==> src/rtl/tcp_rx_ctrl.sv <==
// Receive-side TCP control: captures one parsed header, classifies it on the
// end-of-packet verdict and holds a single message for the connection FSM.
module tcp_rx_ctrl (
    input  logic        i_clk,
    input  logic        i_rst,
    input  logic [31:0] i_seq_number,
    input  logic [31:0] i_ack_number,
    input  logic [7:0]  i_flags,
    input  logic [15:0] i_window_size,
    input  logic [15:0] i_payload_len,
    input  logic        i_hdr_valid,
    output logic        o_hdr_ready,
    input  logic        i_packet_done,
    input  logic        i_packet_err,
    input  logic        i_clear,
    output logic [2:0]  o_rx_msg,
    output logic        o_rx_msg_valid,
    input  logic        i_rx_msg_ack,
    output logic [31:0] o_rcv_nxt,
    output logic        o_synced,
    output logic [31:0] o_peer_ack,
    output logic [15:0] o_peer_window
);

    typedef enum logic [1:0] {
        IDLE      = 2'd0,
        WAIT_DONE = 2'd1,
        POST      = 2'd2
    } state_t;

    localparam logic [2:0] MSG_NONE   = 3'd0;
    localparam logic [2:0] MSG_SYN    = 3'd1;
    localparam logic [2:0] MSG_SYNACK = 3'd2;
    localparam logic [2:0] MSG_ACK    = 3'd3;
    localparam logic [2:0] MSG_DATA   = 3'd4;
    localparam logic [2:0] MSG_FIN    = 3'd5;
    localparam logic [2:0] MSG_RST    = 3'd6;
    localparam logic [2:0] MSG_OOO    = 3'd7;

    localparam int FLAG_FIN = 0;
    localparam int FLAG_SYN = 1;
    localparam int FLAG_RST = 2;
    localparam int FLAG_ACK = 4;

    state_t      state, state_nxt;

    logic [31:0] cap_seq;
    logic [31:0] cap_ack;
    logic [7:0]  cap_flags;
    logic [15:0] cap_win;
    logic [15:0] cap_len;

    logic [2:0]  msg;
    logic [31:0] rcv_nxt;
    logic        synced;
    logic [31:0] peer_ack;
    logic [15:0] peer_window;

    logic [2:0]  cls_msg;
    logic        cls_rcv_upd;
    logic [31:0] cls_rcv;
    logic        cls_sync_set;
    logic        cls_sync_clr;
    logic        cls_peer_upd;
    logic        seq_match;

    logic        capture;
    logic        commit;
    logic        msg_taken;

    // Segment classification on the captured header against current rcv state
    always_comb begin
        cls_msg      = MSG_NONE;
        cls_rcv_upd  = 1'b0;
        cls_rcv      = rcv_nxt;
        cls_sync_set = 1'b0;
        cls_sync_clr = 1'b0;
        cls_peer_upd = 1'b0;
        seq_match    = (cap_seq == rcv_nxt);

        if (cap_flags[FLAG_RST]) begin
            if (!synced || seq_match) begin
                cls_msg      = MSG_RST;
                cls_sync_clr = 1'b1;
            end
        end else if (cap_flags[FLAG_SYN]) begin
            cls_msg      = cap_flags[FLAG_ACK] ? MSG_SYNACK : MSG_SYN;
            cls_rcv_upd  = 1'b1;
            cls_rcv      = cap_seq + 32'd1;
            cls_sync_set = 1'b1;
            cls_peer_upd = cap_flags[FLAG_ACK];
        end else if (!synced) begin
            cls_msg = MSG_NONE;
        end else if (!seq_match) begin
            cls_msg = MSG_OOO;
        end else begin
            cls_peer_upd = cap_flags[FLAG_ACK];
            if (cap_flags[FLAG_FIN]) begin
                cls_msg     = MSG_FIN;
                cls_rcv_upd = 1'b1;
                cls_rcv     = rcv_nxt + {16'd0, cap_len} + 32'd1;
            end else if (cap_len != 16'd0) begin
                cls_msg     = MSG_DATA;
                cls_rcv_upd = 1'b1;
                cls_rcv     = rcv_nxt + {16'd0, cap_len};
            end else if (cap_flags[FLAG_ACK]) begin
                cls_msg = MSG_ACK;
            end
        end
    end

    always_ff @(posedge i_clk) begin
        if (i_rst) begin
            state <= IDLE;
        end else begin
            state <= state_nxt;
        end
    end

    always_comb begin
        state_nxt      = state;
        o_hdr_ready    = 1'b0;
        o_rx_msg_valid = 1'b0;
        capture        = 1'b0;
        commit         = 1'b0;
        msg_taken      = 1'b0;
        case (state)
            IDLE: begin
                o_hdr_ready = 1'b1;
                if (i_hdr_valid) begin
                    capture   = 1'b1;
                    state_nxt = WAIT_DONE;
                end
            end
            WAIT_DONE: begin
                if (i_packet_done) begin
                    if (i_packet_err) begin
                        state_nxt = IDLE;
                    end else begin
                        commit    = 1'b1;
                        state_nxt = (cls_msg != MSG_NONE) ? POST : IDLE;
                    end
                end
            end
            POST: begin
                o_rx_msg_valid = 1'b1;
                if (i_rx_msg_ack) begin
                    msg_taken = 1'b1;
                    state_nxt = IDLE;
                end
            end
            default: state_nxt = IDLE;
        endcase
    end

    always_ff @(posedge i_clk) begin
        if (i_rst) begin
            cap_seq   <= 32'd0;
            cap_ack   <= 32'd0;
            cap_flags <= 8'd0;
            cap_win   <= 16'd0;
            cap_len   <= 16'd0;
        end else if (capture) begin
            cap_seq   <= i_seq_number;
            cap_ack   <= i_ack_number;
            cap_flags <= i_flags;
            cap_win   <= i_window_size;
            cap_len   <= i_payload_len;
        end
    end

    // i_clear overrides any sync change made by the same commit
    always_ff @(posedge i_clk) begin
        if (i_rst) begin
            msg         <= MSG_NONE;
            rcv_nxt     <= 32'd0;
            synced      <= 1'b0;
            peer_ack    <= 32'd0;
            peer_window <= 16'd0;
        end else begin
            if (commit) begin
                msg <= cls_msg;
            end else if (msg_taken) begin
                msg <= MSG_NONE;
            end
            if (commit && cls_rcv_upd) begin
                rcv_nxt <= cls_rcv;
            end
            if (i_clear) begin
                synced <= 1'b0;
            end else if (commit && cls_sync_set) begin
                synced <= 1'b1;
            end else if (commit && cls_sync_clr) begin
                synced <= 1'b0;
            end
            if (commit && cls_peer_upd) begin
                peer_ack    <= cap_ack;
                peer_window <= cap_win;
            end
        end
    end

    assign o_rx_msg      = msg;
    assign o_rcv_nxt     = rcv_nxt;
    assign o_synced      = synced;
    assign o_peer_ack    = peer_ack;
    assign o_peer_window = peer_window;

endmodule
==> config.mk <==
export PLATFORM = sky130hd
export DESIGN_NAME = tcp_rx_ctrl
export DESIGN_NICKNAME = d
export VERILOG_FILES = /design/src/rtl/tcp_rx_ctrl.sv
export SDC_FILE = /design/constraint.sdc
export NUM_CORES = 1
export LEC_CHECK = 0
export CAP_MARGIN = 20
export CORE_ASPECT_RATIO = 1.5
export CORE_MARGIN = 4
export CORE_UTILIZATION = 58
export CTS_BUF_LIST = sky130_fd_sc_hd__clkbuf_2 sky130_fd_sc_hd__clkbuf_4 sky130_fd_sc_hd__clkbuf_8
export DETAILED_ROUTE_END_ITERATION = 7
export HOLD_SLACK_MARGIN = 0.1
export MAX_ROUTING_LAYER = met4
export PLACE_DENSITY = 0.89
export SYNTH_ARGS = -nofsm -noshare
export SYNTH_HDL_FRONTEND = slang
export SYNTH_SLANG_ARGS = --single-unit
==> constraint.sdc <==
create_clock -name i_clk -period 5.95 [get_ports i_clk]
set_clock_uncertainty 0.05 [all_clocks]
set_input_delay 1.19 -clock i_clk [delete_from_list [all_inputs] [get_ports i_clk]]
set_output_delay 1.19 -clock i_clk [all_outputs]
set_load 0.02 [all_outputs]
==> results.cfg, run 1 <==
[clock_tree]
clk_pin_slew_ns = 0.11
tritoncts = done
clk_path_buf_depth = 2
cts_buffers = 17
cts_max_level = 4
clk_latency_ns = 0.46
cts-root-buf = clkbuf_8
cts_hold_buf = 0
cts_setup_buffers = 0
clock-sinks = 186
cts_resized = 0

[route]
drt_iter0_drc = 783
routedWlPerCell_um = 17.8
final_antenna_net_count = 0
routed_wirelength_um = 29000
via_per_inst = 5.98
drc = 0
vias = 9724
dr.pass1.iters = 7

[setup_path]
critical-path-top-delay-family = compound AO/OA/AOI/OAI gates
crit_chain = ha_1 > fa_1 > a211o_1 > a21oi_1 > o21ba_2 > a21oi_2 > xor2_1 > nand4_1 > or2_1 > or4_1 > a31o_1
crit_path_top_delay_cell = or4_1
slowest_delay_ns = 0.54
arrival_ns = 4.59
cp_max_fo = 6
critPathBufInv = 0
r2r_start = o_rcv_nxt[0]
path_class = flip-flop to flip-flop
cp-end-kind = flip-flop
reg2regPathDepth = 11
reg2reg_slack_ns = 1.68
r2r-end = o_rcv_nxt[28]
critPathRequiredTime_ns = 6.27
worstSetupStartpointType = flip-flop

[floorplanning]
die_area_um2 = 19500
initial_core_util_pct = 59.5
die_w_um = 115
dieHeight_um = 169
fp.coreArea_um2 = 16800
row_count = 58
pin_count = 197

[layout]
final-seq-area_um2 = 3720
fillCellCount = 1286
final_cells = 1626
area.growth.synth_to_final_pct = 23.6
nNetsFinal = 1532
multiInputGateArea_um2 = 5930
drive_gt1_share_pct = 4.73
fin_area_um2 = 12400

[worst_hold_path]
min_from = cap_ack[8]
holdPathEnd = cap_ack[8]
holdPathStages = 2
hold_class = flip-flop to flip-flop

[global_route]
antenna_found_initial = 1
gr-total-overflow = 0
first_global_vias = 9393
grt_usage_pct = 30.3
grt_pass1_wl_um = 46500
grt_start_max_net_pins = 103

[logic_synthesis]
syn_area_um2 = 10000
ys.flop_type = dfxtp_1
ys_ff_latch = 186
synthCells = 1268
synth_edf_count = 0
synth_area_per_cell_um2 = 7.90
synth_cell_types = 80
ys_warn_count = 0
ys_seq_area_share_pct = 37.2
synth-async-reset-ratio_pct = 0
syn-num-nets = 1398

[placement]
gp_routability_congestion = 0.921
dp_slack_ns = 1.76
placedCellCount = 1592
io_buffers = 192
placed_area_um2 = 11900
hpwl_um = 21000

[timing]
fin_ws_ns = 1.68
rsz0062_at_grt = false
finalSetupTns_ns = 0
setup-violations-final = 0
slew_violations = 0
period_minus_slack_ns = 4.27
hold_viol = 0
timing.hold.ws_ns = 0.409
fin_crit_sh_pct = 71.8
worst_pin_slew_ns = 1.04
max_slew_margin_pct = 30.8
max_freq_mhz = 234

[outcome]
status = completed

[flow_run]
max_cap_violations = 0

[pwr]
vdd_drop_max_v = 0.000190
p_per_area_nw_per_um2 = 202
p_leak_nw = 4.50
## worst max-delay path by stage
stage / startpoint / to / slack (ns) / cells past startpoint
floorplan: i_packet_err / o_peer_ack[11] / 2.19 / 9
global placement: o_rcv_nxt[0] / o_rcv_nxt[28] / 1.81 / 11
detailed placement: o_rcv_nxt[0] / o_rcv_nxt[28] / 1.76 / 11
CTS: o_rcv_nxt[0] / o_rcv_nxt[28] / 1.74 / 11
global route: o_rcv_nxt[0] / o_rcv_nxt[28] / 1.51 / 11
finish: o_rcv_nxt[0] / o_rcv_nxt[28] / 1.68 / 11
## cell type report
cell class | instances | area share [%]
Antenna cell | 1 | 0.0202
Clock buffer | 18 | 2.00
Clock inverter | 14 | 1.40
Inverter | 11 | 0.334
Multi-Input combinational cell | 987 | 47.9
Sequential cell | 186 | 30.1
Tap cell | 210 | 2.12
Timing Repair Buffer | 199 | 16.1
## worst register-to-register path, delay by kind of cell, from the launching register on
family	cells	cell delay, ns
XOR/XNOR	1	0.30
adder cells (fa/ha/maj)	2	0.73
AND/OR/NAND/NOR	3	1.22
flip-flops	1	0.42
AO/OA/AOI/OAI	5	1.45
## flip-flops by register name, summed over array words and instances (netlist names)
signal,flops
cap_ack,32
o_peer_window,16
o_peer_ack,32
cap_flags,4
o_synced,1
cap_seq,32
cap_win,16
cap_len,16
state,2
o_rcv_nxt,32
o_rx_msg,3
## cells by family after synthesis
| kind of cell | share of synthesized area [%] |
|---|---|
| multiplexers | 5.21 |
| XOR/XNOR | 9.09 |
| AO/OA/AOI/OAI | 17.3 |
| buffers and inverters | 3.80 |
| AND/OR/NAND/NOR | 25.0 |
| adder cells (fa/ha/maj) | 2.45 |
| flip-flops | 37.2 |
## cells in the mapped netlist, drive strengths merged, types with 5 or more instances
master | number | area share (%)
a211oi | 8 | 0.77
a21o | 7 | 0.52
a21oi | 162 | 8.1
a31oi | 5 | 0.31
and2 | 8 | 0.50
and3 | 17 | 1.1
and4 | 9 | 0.79
buf | 14 | 0.75
clkbuf | 70 | 2.6
dfxtp | 186 | 37
ha | 18 | 2.2
inv | 11 | 0.41
mux2i | 51 | 5.1
nand2 | 271 | 10
nand2b | 7 | 0.44
nand3 | 38 | 1.9
nand4 | 23 | 1.6
nor2 | 89 | 3.3
nor2b | 5 | 0.31
nor3 | 18 | 0.95
nor4 | 22 | 1.4
nor4b | 5 | 0.74
o211ai | 14 | 1.0
o21a | 6 | 0.45
o21ai | 19 | 0.95
o22ai | 5 | 0.31
o311ai | 8 | 0.70
or2 | 5 | 0.31
or3 | 6 | 0.37
xnor2 | 45 | 3.9
xor2 | 58 | 5.1
## metrics by stage
step,total power [W],util [%]
CTS,0.00251,73.3
floorplan,0.00152,-
global route,0.00259,73.5
detailed placement,0.00165,70.8
finish,0.00250,73.5
global placement,0.00164,70.8
## report_power, final
group | internal, W | switching, W
registers | 0.00129 | 0.0000457
clock network | 0.000336 | 0.000535
logic | 0.000137 | 0.000157
## cell usage in the layout (no fill, tap or decap), types with 4 or more instances in the layout
cell type          n
nor2b_1            5
a211oi_1           6
o21ai_0           16
and2_1             7
nor3_1            17
mux2i_1           51
nand3_1           38
o211ai_1          14
nor2_1            88
and4_1             9
clkdlybuf4s50_1  191
ha_1              18
a31oi_1            5
buf_4              7
clkbuf_8          18
nor4_1            21
o22ai_1            5
a21oi_1          161
xor2_1            57
o311ai_1           6
clkinv_8           5
dfxtp_1          185
xnor2_1           45
a2111oi_0          4
nand2_1          270
a21o_1             7
nand2b_1           7
o21a_1             6
or3_1              6
nand4_1           21
inv_1             11
a22oi_1            4
inv_6              4
and3_1            17
## metal layers
layer,GRT usage (%),wire length (um),vias up
li1,-,-,4712
met1,34.6,10800,4549
met2,50.9,14900,371
met3,5.08,1740,92
met4,14.7,1470,0
met5,-,0,-
No activity file was read; power rests on OpenSTA's default activity.
==> run 2, diff against run 1 <==
Settings changed: CORE_UTILIZATION 58 to 49, PLACE_DENSITY 0.89 to 0.8.
Clock period 5.95 ns to 3.7 ns, I/O delays scaled along.
==> run 2 against run 1 <==
  * Highest routed layer unchanged
  * Global-route usage shrank 4.1 points
  * Sequential power increased by 61%
  * Via count rose by 1.2%
==> results.cfg, run 2 (synthesis results as in run 1) <==
[route]
drt_iter0_drc = 833
dr_wl_met3_um = 1690
dr.max_layer_used = met4
via_per_inst = 5.64
wl_met1_um = 11800
met2RoutedLength_um = 15400
dr.pass1.iters = 5
routedWlPerCell_um = 17.4
vias = 9840
routed_wirelength_um = 30400
final_antenna_net_count = 0
drc = 0

[setup_path]
cp_max_fo = 6
crit_chain = ha_2 > and3_2 > nand4_2 > o21ba_2 > a211oi_4 > xor2_2 > nand4b_4 > or4_4 > or4b_1 > o311ai_1
path_class = flip-flop to flip-flop
worstSetupStartpointType = flip-flop
r2r_start = cap_len[13]
startpoint = cap_len[13]
crit_path_top_delay_cell = or4_4
arrival_ns = 3.96
slowest_delay_ns = 0.60
critPathRequiredTime_ns = 4.02
cp-end-kind = flip-flop

[timing]
setup-violations-final = 0
finalSetupTns_ns = 0
slew_violations = 0
max_slew_margin_pct = 49.2
period_minus_slack_ns = 3.64
rsz0062_at_grt = true
fin_crit_sh_pct = 98.4
max_freq_mhz = 275
worst_pin_slew_ns = 0.743
hold_viol = 0

[clock_tree]
clock-sinks = 186
cts_buffers = 17
clk_pin_slew_ns = 0.10
cts_max_level = 4
clk_path_buf_depth = 2
tritoncts = done
clk_latency_ns = 0.48
cts-root-buf = clkbuf_8

[floorplanning]
fp.coreArea_um2 = 19900
die_w_um = 125
dieHeight_um = 183
die_area_um2 = 22800
initial_core_util_pct = 50.2
pin_count = 197
row_count = 63

[global_route]
antenna_found_initial = 2
grt_start_max_net_pins = 112
first_global_vias = 9476
grt_pass1_wl_um = 47200
grt_usage_pct = 26.2
gr-total-overflow = 0

[layout]
final_common_cell = nand2_1
area.growth.synth_to_final_pct = 31.1
nNetsFinal = 1600
fin_util_pct = 65.8
fin_area_um2 = 13100
drive_gt1_share_pct = 11.1
mostFrequentLayoutCells = nand2_1 (270), clkdlybuf4s50_1 (191), dfxtp_1 (183)

[pwr]
p_leak_nw = 4.87
vdd_drop_max_v = 0.000521
p_per_area_nw_per_um2 = 304

[flow_run]
max_cap_violations = 0

[placement]
io_buffers = 192
hpwl_um = 22900
gp_routability_congestion = 0.978
placed_area_um2 = 12500

[outcome]
status = completed

[worst_hold_path]
hold_class = flip-flop to flip-flop
min_from = cap_ack[26]
-- run 2: area by class of cell --
type | count | area [um2]
fill | 1671 | 6810
multi-input combinational | 987 | 6120
sequential | 186 | 3730
timing repair buffer | 267 | 2520
tap | 260 | 325
clock buffer | 20 | 275
clock inverter | 12 | 113
inverter | 11 | 41.3
antenna | 2 | 5.00
-- run 2: worst paths after layout --
check,end,slack [ns],cells past startpoint
setup / recovery,o_rcv_nxt[21],0.06,10
hold / removal,cap_ack[26],0.41,2
hold reg to reg,cap_ack[26],0.41,2
setup reg to reg,o_rcv_nxt[21],0.06,10
-- run 2: critical path, delay by kind of cell (launching register included) --
kind	cells	cell delay [ns]
and+or+nand+nor	5	1.73
AOI/OAI and AO/OA	3	0.71
adders and majority gates	1	0.45
DFF	1	0.37
xor gates and xnor gates	1	0.23
-- run 2: where the power goes --
group          total, W  switching (W)  internal, W  leakage [nW]
Combinational  0.000499       0.000261     0.000238          3.17
Clock           0.00135       0.000759     0.000594         0.190
Sequential      0.00214      0.0000728      0.00207          1.52
Total           0.00399        0.00109      0.00290          4.87
-- run 2: stage by stage --
step	hold WS (ns)	setup slack, ns	total power [W]	instances
2_1_floorplan	0.386	0.00961	0.00245	1268
3_3_place_gp	0.391	-0.0378	0.00266	1706
3_5_place_dp	0.396	-0.0864	0.00267	1706
4_1_cts	0.409	0.00827	0.00401	1738
5_1_grt	0.431	-0.0165	0.00415	1745
6_report	0.408	0.0593	0.00399	1745
-- run 2: repair_timing --
item | 4_1_cts | 5_1_grt
setup buffers | 0 | 5
pin swaps | 3 | 9
hold buffers | 0 | 0
gates resized for setup | 5 | 34
hold endpoints to repair | 0 | 0
setup endpoints to repair | 7 | 15
-- run 2: metal layers --
layer	GRT usage, %	up-vias
li1	-	4842
met1	28.2	4570
met2	45.4	347
met3	4.87	81
met4	14.3	0
met5	-	-
==> run 3, diff against run 2 <==
Settings changed: CORE_UTILIZATION 49 to 54, PLACE_DENSITY 0.8 to 0.84.
Clock period 3.7 ns to 3.8 ns, I/O delays scaled along.
==> run 3 against run 2 <==
  * Register-to-register slack better by 0.04 ns
  * Total power is 2.7% lower
  * Non-clock buffer count is 6 lower
  * Combinational power is 4% lower
  * Sequential cell count stayed put
  * Count of clock-buffer cells in the layout is 3 lower
  * Highest routed layer unchanged
==> results.cfg, run 3 (synthesis results as in run 1) <==
[global_route]
first_global_vias = 9534
grt_usage_pct = 28.8
grt_pass1_wl_um = 47800
grt_start_max_net_pins = 104
antenna_found_initial = 2
gr-total-overflow = 0

[worst_hold_path]
hold_class = flip-flop to flip-flop
holdPathStages = 2
holdPathEnd = cap_ack[0]
min_from = cap_ack[0]

[route]
drt_iter0_drc = 743
routedWlPerCell_um = 17.4
via_per_inst = 5.66
dr.pass1.iters = 7
vias = 9781
final_antenna_net_count = 0
routed_wirelength_um = 30000
drc = 0

[clock_tree]
cts_buffers = 17
cts_max_level = 4
tritoncts = done
clock-sinks = 186
clk_pin_slew_ns = 0.11
clk_path_buf_depth = 2
cts-root-buf = clkbuf_8
clk_latency_ns = 0.47

[floorplanning]
pin_count = 197
die_area_um2 = 20800
dieHeight_um = 175
fp.coreArea_um2 = 18100
row_count = 60
initial_core_util_pct = 55.3
die_w_um = 119

[placement]
placed_area_um2 = 12400
io_buffers = 192
placedCellCount = 1686
hpwl_um = 22500
gp_routability_congestion = 1.01
dp_slack_ns = -0.00794

[layout]
area.growth.synth_to_final_pct = 29.7
mostFrequentLayoutCells = nand2_1 (270), clkdlybuf4s50_1 (191), dfxtp_1 (183)
final_common_cell = nand2_1
nNetsFinal = 1594
fin_util_pct = 71.8
final_cells = 1727
fin_area_um2 = 13000
drive_gt1_share_pct = 9.89

[timing]
slew_violations = 0
hold_viol = 0
fin_crit_sh_pct = 97.4
setup-violations-final = 0
worst_pin_slew_ns = 1.04
fin_ws_ns = 0.0999
period_minus_slack_ns = 3.70
max_freq_mhz = 270
max_slew_margin_pct = 30.7

[setup_path]
worstSetupStartpointType = flip-flop
r2r-end = o_rcv_nxt[21]
crit_path_top_delay_cell = or4_4
path_class = flip-flop to flip-flop
cp_max_fo = 6
arrival_ns = 4.01
critPathRequiredTime_ns = 4.11
r2r_start = cap_len[13]
slowest_delay_ns = 0.59
cp-end-kind = flip-flop
reg2regPathDepth = 10
crit_chain = ha_1 > and3_1 > nand4_2 > o21ba_2 > a211oi_4 > xor2_2 > nand4b_4 > or4_4 > or4b_1 > o311ai_1
reg2reg_slack_ns = 0.1

[pwr]
p_leak_nw = 4.81
p_per_area_nw_per_um2 = 299
vdd_drop_max_v = 0.000300

[flow_run]
max_cap_violations = 0

[outcome]
status = completed
==> run 3: changes by cell type in the layout (fill, tap and decap cells not counted), sizes merged <==
cell      delta
clkinv       +2
diode        +1
clkbuf       -3
buf          -6
inv          +3
clkinvlp     -3
==> run 3: how the worst max path moves through the flow <==
stage	depth (start not counted)	slack [ns]	startpoint	endpoint
after floorplan	11	0.09	o_rcv_nxt[0]	o_rcv_nxt[28]
after global placement	12	0.08	o_rcv_nxt[0]	o_rcv_nxt[22]
after detailed placement	11	-0.008	o_rcv_nxt[0]	o_rcv_nxt[21]
after CTS	11	0.02	o_rcv_nxt[0]	o_rcv_nxt[21]
after global routing	12	-0.05	cap_len[2]	o_rcv_nxt[21]
final	10	0.1	cap_len[13]	o_rcv_nxt[21]
==> run 3: through the flow <==
step           hold slack (ns)  power [W]   TNS, ns
2_1_floorplan            0.386    0.00238         0
3_3_place_gp             0.391    0.00259         0
3_5_place_dp             0.398    0.00260  -0.00794
4_1_cts                  0.413    0.00390         0
5_1_grt                  0.423    0.00405   -0.0768
6_report                 0.410    0.00389         0
==> run 3: power breakdown <==
part	total, W	switching, W	internal (W)
logic	0.000481	0.000253	0.000228
clock network	0.00132	0.000773	0.000546
registers	0.00209	0.0000703	0.00202
total	0.00389	0.00110	0.00279
==> run 3: per-layer routing <==
| metal | GRT usage, % | up-vias | share of wire (%) |
|---|---|---|---|
| li1 | - | 4828 | - |
| met1 | 31.8 | 4559 | 38 |
| met2 | 50.0 | 330 | 51 |
| met3 | 5.57 | 64 | 6.1 |
| met4 | 13.1 | 0 | 4.3 |
| met5 | - | - | 0 |
==> run 3: critical path, delay by kind of cell (launching register included) <==
family	cells	cell delay, ns
xor gates and xnor gates	1	0.23
and+or+nand+nor	5	1.80
AOI/OAI and AO/OA	3	0.72
DFF	1	0.39
adders and majority gates	1	0.40
==> run 3: layout make-up <==
cell class	instances	area, um2
Multi-Input combinational cell	987	6040
Fill cell	1456	5100
Sequential cell	186	3730
Timing Repair Buffer	261	2470
Tap cell	248	310
Clock buffer	17	234
Clock inverter	14	155
Inverter	11	41.3
Antenna cell	3	7.51
==> run 3: timing repair <==
item | in CTS | in global routing
buffers inserted | 0 | 7
cloned | 0 | 0
pin swaps | 0 | 16
hold buffers | 0 | 0
gates resized for setup | 1 | 24
endpoints found under the setup margin | 1 | 14
